`config.mk`:
```
export PLATFORM = sky130hd
export DESIGN_NAME = trap_controller
export DESIGN_NICKNAME = d
export VERILOG_FILES = /design/src/rtl/trap_controller.sv
export SDC_FILE = /design/constraint.sdc
export NUM_CORES = 1
export LEC_CHECK = 0
export CAP_MARGIN = 10
export CORE_MARGIN = 2
export CORE_UTILIZATION = 40
export CTS_CLUSTER_SIZE = 16
export DETAILED_ROUTE_END_ITERATION = 6
export HOLD_SLACK_MARGIN = 0.08
export PLACE_DENSITY = 0.57
export SLEW_MARGIN = 40
export SYNTH_ARGS = -nofsm -noshare
export SYNTH_HDL_FRONTEND = slang
export SYNTH_SLANG_ARGS = --single-unit
```
`constraint.sdc`:
```
create_clock -name clk -period 5.5 [get_ports clk]
set_clock_uncertainty 0.15 [all_clocks]
set_input_delay 1.65 -clock clk [delete_from_list [all_inputs] [get_ports clk]]
set_output_delay 1.65 -clock clk [all_outputs]
set_load 0.005 [all_outputs]
```
`src/rtl/trap_controller.sv`:
```
// Machine-mode trap controller: exception/interrupt arbitration, trap entry/return sequencing, trap CSRs and machine timer.
// Optional vectored interrupt dispatch via mtvec mode 01 is enabled by defining TRAP_VECTORED_EN.
module trap_controller #(
    parameter int unsigned   N         = 64,
    parameter logic [N-1:0]  RESET_VEC = '0
) (
    input  logic          clk,
    input  logic          reset,
    input  logic          excValid,
    input  logic [3:0]    excCause,
    input  logic [N-1:0]  excTval,
    input  logic [N-1:0]  pcIn,
    input  logic          mretValid,
    input  logic          irqExt,
    input  logic          irqSw,
    input  logic          mstatusMIE,
    input  logic          csrWe,
    input  logic [11:0]   csrAddr,
    input  logic [N-1:0]  csrWdata,
    output logic [N-1:0]  csrRdata,
    output logic [15:0]   trapTrigger,
    output logic          trapReturn,
    output logic          stall,
    output logic          redirect,
    output logic [N-1:0]  trapPC
);

    localparam logic [11:0] ADDR_MIE      = 12'h304;
    localparam logic [11:0] ADDR_MTVEC    = 12'h305;
    localparam logic [11:0] ADDR_MEPC     = 12'h341;
    localparam logic [11:0] ADDR_MCAUSE   = 12'h342;
    localparam logic [11:0] ADDR_MTVAL    = 12'h343;
    localparam logic [11:0] ADDR_MIP      = 12'h344;
    localparam logic [11:0] ADDR_MTIME    = 12'h7C0;
    localparam logic [11:0] ADDR_MTIMECMP = 12'h7C1;

    localparam logic [N-1:0] MIE_MASK   = N'(12'h888);
    localparam logic [N-1:0] ALIGN_MASK = ~N'(3);

    typedef enum logic [1:0] {
        IDLE,
        TAKE,
        REDIRECT,
        RETURN
    } state_t;

    state_t        state_q;
    logic [N-1:0]  mie_q;
    logic [N-1:0]  mtvec_q;
    logic [N-1:0]  mepc_q;
    logic [N-1:0]  mcause_q;
    logic [N-1:0]  mtval_q;
    logic [N-1:0]  mtime_q;
    logic [N-1:0]  mtimecmp_q;

    // Trap context captured on acceptance, committed to the CSRs at the end of TAKE.
    logic [4:0]    cause_q;
    logic [N-1:0]  epc_q;
    logic [N-1:0]  tval_q;

    logic          mtip;
    logic [N-1:0]  mip;
    logic [N-1:0]  pending;
    logic          irq_req;
    logic [3:0]    irq_code;
    logic          in_idle;
    logic [N-1:0]  mtvec_base;
    logic [N-1:0]  trap_target;

    assign mtip       = (mtime_q >= mtimecmp_q);
    assign in_idle    = (state_q == IDLE);
    assign mtvec_base = mtvec_q & ALIGN_MASK;

    always_comb begin
        mip     = '0;
        mip[11] = irqExt;
        mip[7]  = mtip;
        mip[3]  = irqSw;
    end

    assign pending = mip & mie_q;
    assign irq_req = mstatusMIE && (pending != '0);

    always_comb begin
        if (pending[11])
            irq_code = 4'd11;
        else if (pending[3])
            irq_code = 4'd3;
        else
            irq_code = 4'd7;
    end

`ifdef TRAP_VECTORED_EN
    always_comb begin
        if (mtvec_q[1:0] == 2'b01 && cause_q[4])
            trap_target = mtvec_base + {{(N-6){1'b0}}, cause_q[3:0], 2'b00};
        else
            trap_target = mtvec_base;
    end
`else
    assign trap_target = mtvec_base;
`endif

    assign stall = !in_idle || excValid || irq_req || mretValid;

    always_ff @(posedge clk or negedge reset) begin
        if (!reset) begin
            state_q     <= IDLE;
            cause_q     <= '0;
            epc_q       <= '0;
            tval_q      <= '0;
            trapTrigger <= '0;
            trapReturn  <= 1'b0;
            redirect    <= 1'b0;
            trapPC      <= '0;
        end else begin
            trapTrigger <= '0;
            trapReturn  <= 1'b0;
            redirect    <= 1'b0;
            trapPC      <= '0;
            case (state_q)
                IDLE: begin
                    if (excValid) begin
                        cause_q     <= {1'b0, excCause};
                        tval_q      <= excTval;
                        epc_q       <= pcIn;
                        trapTrigger <= 16'd1 << excCause;
                        state_q     <= TAKE;
                    end else if (irq_req) begin
                        cause_q     <= {1'b1, irq_code};
                        tval_q      <= '0;
                        epc_q       <= pcIn;
                        trapTrigger <= 16'd1 << irq_code;
                        state_q     <= TAKE;
                    end else if (mretValid) begin
                        trapReturn  <= 1'b1;
                        redirect    <= 1'b1;
                        trapPC      <= mepc_q;
                        state_q     <= RETURN;
                    end
                end
                TAKE: begin
                    redirect <= 1'b1;
                    trapPC   <= trap_target;
                    state_q  <= REDIRECT;
                end
                REDIRECT: state_q <= IDLE;
                RETURN:   state_q <= IDLE;
                default:  state_q <= IDLE;
            endcase
        end
    end

    always_ff @(posedge clk or negedge reset) begin
        if (!reset) begin
            mie_q      <= '0;
            mtvec_q    <= RESET_VEC;
            mepc_q     <= '0;
            mcause_q   <= '0;
            mtval_q    <= '0;
            mtime_q    <= '0;
            mtimecmp_q <= '1;
        end else begin
            if (csrWe && csrAddr == ADDR_MTIME)
                mtime_q <= csrWdata;
            else
                mtime_q <= mtime_q + N'(1);

            if (csrWe) begin
                case (csrAddr)
                    ADDR_MIE:      mie_q      <= csrWdata & MIE_MASK;
`ifdef TRAP_VECTORED_EN
                    ADDR_MTVEC:    mtvec_q    <= csrWdata;
`else
                    ADDR_MTVEC:    mtvec_q    <= csrWdata & ALIGN_MASK;
`endif
                    ADDR_MTIMECMP: mtimecmp_q <= csrWdata;
                    default: ;
                endcase
            end

            // Trap commit overrides any software write to the trap-context CSRs.
            if (state_q == TAKE) begin
                mepc_q   <= epc_q & ALIGN_MASK;
                mcause_q <= {cause_q[4], {(N-5){1'b0}}, cause_q[3:0]};
                mtval_q  <= tval_q;
            end else if (csrWe) begin
                case (csrAddr)
                    ADDR_MEPC:   mepc_q   <= csrWdata & ALIGN_MASK;
                    ADDR_MCAUSE: mcause_q <= csrWdata;
                    ADDR_MTVAL:  mtval_q  <= csrWdata;
                    default: ;
                endcase
            end
        end
    end

    always_comb begin
        csrRdata = '0;
        case (csrAddr)
            ADDR_MIE:      csrRdata = mie_q;
            ADDR_MTVEC:    csrRdata = mtvec_q;
            ADDR_MEPC:     csrRdata = mepc_q;
            ADDR_MCAUSE:   csrRdata = mcause_q;
            ADDR_MTVAL:    csrRdata = mtval_q;
            ADDR_MIP:      csrRdata = mip;
            ADDR_MTIME:    csrRdata = mtime_q;
            ADDR_MTIMECMP: csrRdata = mtimecmp_q;
            default:       csrRdata = '0;
        endcase
    end

endmodule
```
After elaboration in Yosys (flattened, before gate mapping)

Cells that the tools add are included.
W data, S select, Z words.

Add/subtract/negate cells: 1
$lt $le $gt $ge: 1
Eq/ne operators: 12
Shifts and indexed selects: 2
Multiplexer cells: 35
Bitwise operators: 1
Reductions and logical operators: 21

Operators with widths:

| operator                | number |
|---|---|
| $mux W64                | 17 |
| $pmux W64 S8            | 1 |
| $pmux W64 S2            | 1 |
| $eq A12 B10 Y1 const B  | 6 |
| $add A64 B1 Y64 const B | 1 |
| $ge A64 B64 Y1          | 1 |
| $reduce_bool A64 Y1     | 1 |
| $mux W16                | 3 |
| $shl A1 B4 Y16 const A  | 2 |
| $eq A12 B11 Y1 const B  | 2 |
| $reduce_and A2 Y1       | 7 |
| $and A12 B12 Y12        | 1 |
| $mux W5                 | 2 |
| $reduce_bool A2 Y1      | 5 |
| $mux W2                 | 3 |
| $pmux W2 S3             | 1 |
| $eq A2 B2 Y1 const B    | 2 |
| $mux W1                 | 4 |
| $mux W4                 | 1 |
| $ne A4 B4 Y1 const B    | 1 |
| $logic_or A1 B1 Y1      | 3 |
| $mux W3                 | 1 |
| $eq A2 B1 Y1 const B    | 1 |
| $logic_and A1 B1 Y1     | 2 |
| other kinds (4)         | 4 |

Register bits after elaboration: 602
Input bits: 216
Output and inout port bits: 147
Logic and storage cells: 88

Logic depth before layout (Yosys ltp)

Gate-level depths: netlist (run 1).

Word-level depth: 8
Depth in mapped cells: 11
Mapped depth without buffers: 9

Worst setup path before layout (run 1)

OpenSTA, ideal clock, no wires.

Path kind: input to output
Start point: input port csrAddr[3]
End point: output port csrRdata[46]
Arrival time: 3.265 ns
Data required time: 3.700 ns
Slack: 0.435 ns
Cell stages on the path: 6
Buffers on the path: 1
Path through: nor4b_1 nand4_1 nor3_1 clkbuf_1 a222oi_1 o211ai_1

Word-level cells in the longest chain between the ends: 2
Elaborated cells between the ends (all ways): 9

RTL lines:

| what                                                    | line | source |
|---|---|---|
| from (decl)                                             | 18   | `input logic [11:0] csrAddr,` |
| $eq A12 B11 Y1 / $eq A12 B10 Y1 (equally long branches) | 200  | `case (csrAddr)` |
| $pmux W64 S8 (*)                                        | 200  |  |
| to (decl)                                               | 20   | `output logic [N-1:0] csrRdata,` |

Every way passes the cells marked *; elsewhere a longest branch is shown, timed or not.

Worst setup path after layout (run 1)

Start point: input port csrAddr[3]
End point: output port csrRdata[45]

Same word-level chain as after synthesis.

==> flow_metrics.env, run 1 <==
export IMPL_start_util=0.403
export IMPL_synth_top_area_frac=0.472
export IMPL_area_delta_synth_final_pct=27.5
export IMPL_status="complete, but fails checks"
export IMPL_row_count=97
export IMPL_drc=11
export IMPL_path_class="in -> out"
export IMPL_synth_largest_area_cell="dfrtp_1"
export IMPL_layout_nets=3179
export IMPL_stdcell_count=3896
export IMPL_die_h_um=269
export IMPL_p_per_area_nw_per_um2=416
export IMPL_coreArea_um2=69900
export IMPL_grt_antenna_before_repair=6
export IMPL_synth_edff_count=0
export IMPL_slew_viol_final=0
export IMPL_pre_cts_ws_ps=-593
export IMPL_layout_min_cycle_time_ps=5460
export IMPL_dr_pass1_iters=7
export IMPL_die_area_um2=72600
export IMPL_netlist_area_um2=28200
export IMPL_place_inst=3738
export IMPL_async_flop_share=1.00
export IMPL_ios=363
export IMPL_portBuffers=358
export IMPL_numCtsBuffers=68
export IMPL_vias=21621
export IMPL_dpl_cell_area_um2=33300
export IMPL_grt_use_total=0.244
export IMPL_routed_wl_um=89300
export IMPL_setup_slack_ps=35.6
export IMPL_final_cell_area_um2=35900
export IMPL_synth_top_family_by_area="multiplexers"
export IMPL_path_max_fanout=5
export IMPL_max_freq_mhz=183
export IMPL_cp_arrival_ps=3660
export IMPL_via_per_inst=5.55
export IMPL_worstMarginPinSlew_ps=870
export IMPL_setup_tns_final_ps=0
export IMPL_synthSimpleGateAreaFrac=0.0908
export IMPL_whs_ps=326
export IMPL_yosys_top_cells_count="532 x dfrtp_1, 415 x nand2_1, 204 x o21ai_0"
export IMPL_syn_inst=2535
export IMPL_grt_pass1_wl_um=138000
export IMPL_path_clk_slew_ps=60
export IMPL_cts_sinks=596
export IMPL_grt_use_met2=0.381
export IMPL_synth_adder_area_share=0.0289
export IMPL_syn_area_per_cell_um2=11.1
export IMPL_hold_class="reg -> reg"
export IMPL_grt_max_degree=211
export IMPL_power_leakage_nw=16.3
export IMPL_synth_xor_area_frac=0.0193
export IMPL_rrSetupSlack_ps=1210
export IMPL_hpwl_um=58400
export IMPL_root_buffer="clkbuf_16"
export IMPL_cts_buffer_depth=3
export IMPL_fill_cells=6230
export IMPL_synth_seq_cells=596
export IMPL_busiest_layer="met2"
export IMPL_ant_nets=0
export IMPL_synth_area_top_cells="dfrtp_1 47%, mux2i_1 7.0%, mux2_2 6.3%"
export IMPL_grt_overflow_total=0
export IMPL_ys_warnings_count=0
export IMPL_wl_per_cell_um=22.9
export IMPL_synth_compound_area_share=0.141
export IMPL_start_kind="primary input"
export IMPL_drive_gt1_frac=0.193
export IMPL_cap_violations=0
export IMPL_synthMuxAreaShare=0.152
export IMPL_hold_buffers=0
export IMPL_gp_congestion=0.821
export IMPL_ys_flop_type="dfrtp_1"
export IMPL_yosysSeqAreaShare=0.532
export IMPL_cts_htree_levels=3
export IMPL_end_kind="primary output"
export IMPL_grt_setup_unrepaired="yes"
export IMPL_final_util=0.514
export IMPL_grtUsageMet1=0.344
export IMPL_ys_types=61
export IMPL_slew_headroom=0.420
export IMPL_clk_latency_ps=610
export IMPL_drtIter0Drc=1943
export IMPL_ir_drop_v=0.000288
export IMPL_finalHoldViolCount=0
export IMPL_fin_crit_sh=0.994
export IMPL_violations="design-rule violations"
export IMPL_die_x_um=269
export IMPL_cts_tree="done"
export IMPL_grt_use_met3=0.0448
export IMPL_power_mw=15.0
export IMPL_grt_pass1_vias=22655
export IMPL_worstPathRequired_ps=3700
export IMPL_yosysMostFrequentCell="dfrtp_1"
export IMPL_finalSetupViolCount=0
[cell usage in the layout, fill, tap and decap left out, drive strengths merged, types with 84 or more instances in the layout]
cell type | netlist | routed
buf | 39 | 139
o21ai | 204 | 204
mux2 | 193 | 193
clkdlybuf4s50 | 0 | 280
a22o | 126 | 126
clkbuf | 134 | 125
nand2 | 415 | 415
a21oi | 84 | 84
mux2i | 198 | 198
dfrtp | 532 | 532
[path summary, 6_finish.rpt]
| check | endpoint | depth (start not counted) | from |
|---|---|---|---|
| max in group asynchronous | mcause_q[37]$_DFFE_PN0P_ | 3 | reset |
| worst max register to register | trapPC[49]$_DFF_PN0_ | 13 | mtimecmp_q[31]$_DFFE_PN1P_ |
| worst min register to register | mepc_q[39]$_DFFE_PN0P_ | 2 | epc_q[39]$_DFFE_PN0P_ |
| min in group asynchronous | mtval_q[9]$_DFFE_PN0P_ | 1 | reset |
| worst min-delay path | mepc_q[39]$_DFFE_PN0P_ | 2 | epc_q[39]$_DFFE_PN0P_ |
| worst max-delay path | csrRdata[45] | 11 | csrAddr[3] |
[flip-flops by register name, summed over array words and instances, names as in the netlist, 2 cells and up]
| name | count |
|---|---|
| mcause_q | 64 |
| mtime_q | 64 |
| mtimecmp_q | 64 |
| mtval_q | 64 |
| tval_q | 64 |
| epc_q | 62 |
| mepc_q | 62 |
| mtvec_q | 62 |
| trapPC | 62 |
| trapTrigger | 16 |
| cause_q | 5 |
| mie_q | 3 |
| state_q | 2 |
[power breakdown]
group	total [mW]	internal (mW)	switching, mW
registers	6.53	5.59	0.946
logic	3.78	1.81	1.97
clock network	4.64	2.75	1.89
[final cells by class]
cell class,instances,area (µm²),share of cell area
Clock inverter,24,263,0.00731
Sequential cell,596,15000,0.417
Inverter,75,284,0.00791
Timing Repair Buffer,465,4730,0.132
Multi-Input combinational cell,1692,12400,0.347
Tap cell,940,1180,0.0327
Antenna cell,2,5.00,0.000139
Clock buffer,102,2020,0.0563
[critical path, stage by stage]
cell	delay, ps
dlygate4sd2_1	250
nor4b_4	310
nand4_1	140
buf_4	180
nor3_4	210
buf_12	160
buf_16	150
buf_12	120
nand2_1	50
o211ai_1	140
dlygate4sd2_1	280
[cell families (layout without fill, tap and decap cells)]
family / Yosys count / count (layout)
flip-flops: 596 / 596
AND/OR/NAND/NOR: 594 / 594
AO/OA/AOI/OAI: 578 / 578
multiplexers: 391 / 391
buffers and inverters: 248 / 666
adder cells (fa/ha/maj): 65 / 65
XOR/XNOR: 62 / 62
other: 1 / 4
[timing repair]
item	CTS	global route
setup buffers	17	6
cloned	7	0
gates resized for setup	224	46
hold endpoints to repair	0	0
pin swaps	44	14
setup endpoints to repair	65	55
[routing by layer]
metal  vias to the layer above  routed length, µm
met1                     10984              40800
met2                       627              41100
li1                       9874                  -
met5                         -                 49
met3                       128               5000
met4                         8               2350
Power figures use the tool's default switching activity.
==> run 2, diff against run 1 <==
Settings changed: CORE_ASPECT_RATIO set to 0.7.
==> run 2 against run 1 <==
The run still ends with design-rule violations left; die area about the same; sequential share of layout area is 0.10 points higher; worst hold slack better by 4.9 ps; via count rose by 1.2%; non-clock buffer count increased by 14; utilization decreased by 0.066 points; global-route usage rose by 0.62 points; setup slack improved by 41 ps; critical path type unchanged; sequential power hardly changed; cell count shrank 0.64%.
==> flow_metrics.env, run 2 (synthesis gave the netlist of run 1 again) <==
export IMPL_grt_max_degree=213
export IMPL_violations="design-rule violations"
export IMPL_max_freq_mhz=184
export IMPL_cap_violations=0
export IMPL_cts_buffer_depth=3
export IMPL_path_class="in -> out"
export IMPL_slew_viol_final=0
export IMPL_finalHoldViolCount=0
export IMPL_intPower_mw=9.95
export IMPL_grt_use_total=0.250
export IMPL_wl_met3_um=6310
export IMPL_routed_wl_um=90900
export IMPL_area_delta_synth_final_pct=27.1
export IMPL_vias=21875
export IMPL_clkPwrFrac=0.295
export IMPL_gp_congestion=0.837
export IMPL_layout_nets=3184
export IMPL_worstPathRequired_ps=3700
export IMPL_grt_overflow_total=0
export IMPL_highest_signal_layer="met5"
export IMPL_hpwl_um=60000
export IMPL_critPathTopFamily="buffers and inverters"
export IMPL_critical_path_buf_inv_count=5
export IMPL_switchingPower_mw=4.74
export IMPL_die_area_um2=72600
export IMPL_stdcell_count=3871
export IMPL_route_met2_wl_um=39500
export IMPL_numCtsBuffers=59
export IMPL_power_leakage_nw=16.3
export IMPL_status="complete, but fails checks"
export IMPL_start_kind="primary input"
export IMPL_finalSetupViolCount=0
export IMPL_grt_pass1_wl_um=140000
export IMPL_dr_pass1_iters=7
export IMPL_cp_arrival_ps=3620
export IMPL_p_seq_frac=0.446
export IMPL_layout_min_cycle_time_ps=5420
export IMPL_hold_class="reg -> reg"
export IMPL_mostFrequentLayoutCells="532 x dfrtp_1, 411 x nand2_1, 280 x clkdlybuf4s50_1, 203 x o21ai_0, 198 x mux2i_1"
export IMPL_p_sw_frac=0.323
export IMPL_coreArea_um2=69800
export IMPL_pre_cts_ws_ps=-567
export IMPL_via_per_inst=5.65
export IMPL_final_util=0.513
export IMPL_setup_slack_ps=77.0
export IMPL_ir_drop_v=0.000337
export IMPL_drtIter0Drc=1847
export IMPL_cts_htree_levels=2
export IMPL_final_common_cell="dfrtp_1"
export IMPL_wl_per_cell_um=23.5
export IMPL_end_kind="primary output"
export IMPL_die_h_um=226
export IMPL_root_buffer="clkbuf_16"
export IMPL_combPwrFrac=0.259
export IMPL_max_stage_delay_ps=310
export IMPL_portBuffers=358
export IMPL_die_x_um=321
export IMPL_fin_crit_sh=0.986
export IMPL_wl_met1_um=43300
export IMPL_drc=2
export IMPL_ios=363
export IMPL_power_mw=14.7
export IMPL_start_util=0.404
export IMPL_cts_tree="done"
export IMPL_ant_nets=0
export IMPL_cts_sinks=596
export IMPL_place_inst=3713
export IMPL_worst_path_max_delay_cell="clkdlybuf4s15_1"
export IMPL_p_per_area_nw_per_um2=410
export IMPL_grt_pass1_vias=22493
export IMPL_path_cells="dlygate4sd2_1 -> nor4b_4 -> nand4_1 -> buf_4 -> nor3_4 -> buf_6 -> bufbuf_16 -> nand2_1 -> o211ai_1 -> clkdlybuf4s15_1"
export IMPL_path_clk_slew_ps=60
export IMPL_clk_latency_ps=640
export IMPL_grt_antenna_before_repair=8
export IMPL_worstMarginPinSlew_ps=802
export IMPL_fill_cells=6104
export IMPL_path_max_fanout=12
export IMPL_row_count=81
export IMPL_slew_headroom=0.464
export IMPL_drive_gt1_frac=0.191
-- run 2: cell count changes in the layout (fill, tap and decap cells not counted), moves of 6 or more --
| cell | delta |
|---|---|
| clkbuf_1 | -6 |
| buf_6 | +10 |
| clkdlybuf4s15_1 | +7 |
| clkbuf_16 | -12 |
| buf_4 | +6 |
| buf_2 | -10 |
-- run 2: power groups by stage --
stage	Combinational, mW	Clock (mW)	Sequential [mW]
floorplan	2.51	0	6.25
detailed placement	3.74	0	6.59
global placement	3.65	0	6.55
CTS	3.80	4.40	6.53
finish	3.80	4.34	6.55
global route	4.25	4.59	6.70
-- run 2: worst paths after layout --
check | start | end | slack (ps) | depth (start not counted)
min reg2reg | epc_q[5]$_DFFE_PN0P_ | mepc_q[5]$_DFFE_PN0P_ | 330 | 2
min | epc_q[5]$_DFFE_PN0P_ | mepc_q[5]$_DFFE_PN0P_ | 330 | 2
max reg2reg | mtimecmp_q[38]$_DFFE_PN1P_ | epc_q[39]$_DFFE_PN0P_ | 1580 | 14
max in group asynchronous | reset | mtval_q[10]$_DFFE_PN0P_ | 3180 | 3
max | csrAddr[3] | csrRdata[25] | 80 | 10
min in group asynchronous | reset | epc_q[22]$_DFFE_PN0P_ | 780 | 1
-- run 2: tightest hold or removal path, delay by kind of cell, from the launching register on --
kind	cells	cell delay (ps)
AND/OR/NAND/NOR	1	50
AO/OA/AOI/OAI	1	60
flip-flops	1	340
-- run 2: metal layers --
layer / GRT usage / vias to the layer above
met3: 0.0471 / 120
met4: 0.0562 / 8
li1: - / 9865
met2: 0.375 / 716
met1: 0.373 / 11166
met5: 0 / -
-- run 2: metrics by stage --
stage	TNS [ps]	instance area [µm²]	hold WS, ps
floorplan	0	28200	296
global placement	-35730	33300	315
detailed placement	-31620	33300	320
CTS	-5.40	35800	334
global route	-0.713	35800	353
finish	0	35800	331
-- run 2: cell type report --
| cell class | count | area [µm²] | share of cell area |
|---|---|---|---|
| clock buffers | 85 | 1710 | 0.0478 |
| multi-input cells | 1692 | 12500 | 0.348 |
| flip-flops and latches | 596 | 15000 | 0.418 |
| repair buffers | 479 | 4880 | 0.136 |
| clock inverters | 25 | 348 | 0.00971 |
| inverters | 75 | 282 | 0.00786 |
| diodes | 6 | 15.0 | 0.000419 |
| well taps | 913 | 1140 | 0.0319 |
-- run 2: timing repair --
action / in CTS / in global routing
endpoints found under the setup margin: 65 / 60
hold buffers: 0 / 0
pin swaps: 27 / 25
buffers inserted: 35 / 4
gates cloned: 6 / 0
resized for setup: 192 / 55
==> run 3, diff against run 2 <==
Clock period 5.5 ns to 6.5 ns, I/O delays scaled along.
==> run 3 against run 2 <==
The run still ends with design-rule violations left; die area unchanged; power decreased by 17%; combinational power decreased by 16%; routed wire length decreased by 2.6%; non-clock buffer count decreased by 43; first-iteration DRC count increased by 5.3%; cell area decreased by 1.9%; global-route usage decreased by 0.56 points; setup slack improved by 33 ps; highest routed layer unchanged.
==> flow_metrics.env, run 3 (synthesis gave the netlist of run 1 again) <==
export IMPL_hold_class="reg -> reg"
export IMPL_slew_viol_final=0
export IMPL_cap_violations=0
export IMPL_start_util=0.404
export IMPL_grt_pass1_vias=21892
export IMPL_clkPwrFrac=0.286
export IMPL_die_area_um2=72600
export IMPL_combPwrFrac=0.262
export IMPL_violations="design-rule violations"
export IMPL_area_delta_synth_final_pct=24.7
export IMPL_slew_headroom=0.419
export IMPL_root_buffer="clkbuf_16"
export IMPL_grt_overflow_total=0
export IMPL_final_common_cell="dfrtp_1"
export IMPL_switchingPower_mw=3.97
export IMPL_coreArea_um2=69800
export IMPL_via_per_inst=5.60
export IMPL_die_x_um=321
export IMPL_numCtsBuffers=59
export IMPL_power_mw=12.2
export IMPL_fill_cells=6228
export IMPL_layout_min_cycle_time_ps=6390
export IMPL_max_freq_mhz=156
export IMPL_path_max_fanout=17
export IMPL_mostFrequentLayoutCells="532 x dfrtp_1, 411 x nand2_1, 292 x clkdlybuf4s50_1, 203 x o21ai_0, 198 x mux2i_1"
export IMPL_portBuffers=358
export IMPL_cp_arrival_ps=4290
export IMPL_path_clk_slew_ps=60
export IMPL_die_h_um=226
export IMPL_path_class="in -> out"
export IMPL_finalSetupViolCount=0
export IMPL_row_count=81
export IMPL_cts_tree="done"
export IMPL_grt_setup_unrepaired="no"
export IMPL_intPower_mw=8.25
export IMPL_grt_use_total=0.244
export IMPL_clk_latency_ps=630
export IMPL_layout_nets=3141
export IMPL_cts_sinks=596
export IMPL_drtIter0Drc=1944
export IMPL_hold_buffers=0
export IMPL_grt_antenna_before_repair=5
export IMPL_grt_max_degree=194
export IMPL_hpwl_um=59000
export IMPL_end_kind="primary output"
export IMPL_ios=363
export IMPL_start_kind="primary input"
export IMPL_worstPathRequired_ps=4400
export IMPL_setup_tns_final_ps=0
export IMPL_vias=21432
export IMPL_p_seq_frac=0.452
export IMPL_drc=2
export IMPL_drive_gt1_frac=0.166
export IMPL_cts_buffer_depth=3
export IMPL_cts_htree_levels=2
export IMPL_ant_nets=0
export IMPL_routed_wl_um=88500
export IMPL_status="complete, but fails checks"
export IMPL_ir_drop_v=0.000241
export IMPL_grt_pass1_wl_um=136000
export IMPL_wl_per_cell_um=23.1
export IMPL_worstMarginPinSlew_ps=872
export IMPL_p_per_area_nw_per_um2=348
export IMPL_gp_congestion=0.848
export IMPL_dr_pass1_iters=7
export IMPL_finalHoldViolCount=0
export IMPL_power_leakage_nw=16.0
export IMPL_fin_crit_sh=0.983
export IMPL_p_sw_frac=0.325
-- run 3: worst max-delay path: stages --
cell and delay [ps]:
clkdlybuf4s50_1 390, nor4b_2 160, buf_4 140, nand4_1 180
buf_4 160, nor2_4 30, buf_6 140, buf_12 150
a222oi_1 480, o211ai_1 250, clkdlybuf4s15_1 250
-- run 3: per-stage QoR --
stage          hold slack [ps]   util  area [µm²]  setup slack (ps)  instances
6_report                   329  0.503       35200               110       3824
5_1_grt                    363  0.503       35200             0.306       3823
4_1_cts                    337  0.504       35200              10.8       3822
3_5_place_dp               321  0.475       33200              -228       3703
3_3_place_gp               318  0.473       33000              -193       3697
2_1_floorplan              296      -       28200               835       2536
-- run 3: final timing paths --
path,start,end,slack [ps],cells after the start
setup / recovery,csrAddr[8],csrRdata[29],110,11
hold / removal,epc_q[13]$_DFFE_PN0P_,mepc_q[13]$_DFFE_PN0P_,330,2
setup reg to reg,mtimecmp_q[38]$_DFFE_PN1P_,epc_q[23]$_DFFE_PN0P_,2430,10
hold reg to reg,epc_q[13]$_DFFE_PN0P_,mepc_q[13]$_DFFE_PN0P_,330,2
max in group asynchronous,reset,tval_q[41]$_DFFE_PN0P_,3720,3
min in group asynchronous,reset,epc_q[19]$_DFFE_PN0P_,1080,1
-- run 3: cell type report --
class / count / area [µm²] / share of cell area
Clock inverter: 21 / 225 / 0.00641
Sequential cell: 596 / 15000 / 0.427
Clock buffer: 90 / 1730 / 0.0493
Antenna cell: 1 / 2.50 / 0.0000712
Tap cell: 913 / 1140 / 0.0325
Timing Repair Buffer: 436 / 4430 / 0.126
Inverter: 75 / 282 / 0.00801
Multi-Input combinational cell: 1692 / 12300 / 0.351
-- run 3: layer usage --
layer,vias up,track usage,routed length (µm)
li1,9781,-,-
met1,10872,0.377,43500
met2,676,0.353,37200
met3,97,0.0466,6170
met4,6,0.0525,1540
met5,-,0,37
-- run 3: power groups by stage --
stage	sequential, mW	combinational, mW	clock, mW
3_5_place_dp	5.57	3.19	0
6_report	5.53	3.20	3.50
5_1_grt	5.66	3.57	3.73
2_1_floorplan	5.29	2.12	0
4_1_cts	5.52	3.21	3.58
3_3_place_gp	5.53	3.06	0
-- run 3: what timing repair did --
action	4_1_cts	5_1_grt
pin swaps	11	16
endpoints found under the setup margin	63	42
resized for setup	77	53
setup buffers	6	0
endpoints found under the hold margin	0	0
gates cloned	2	0
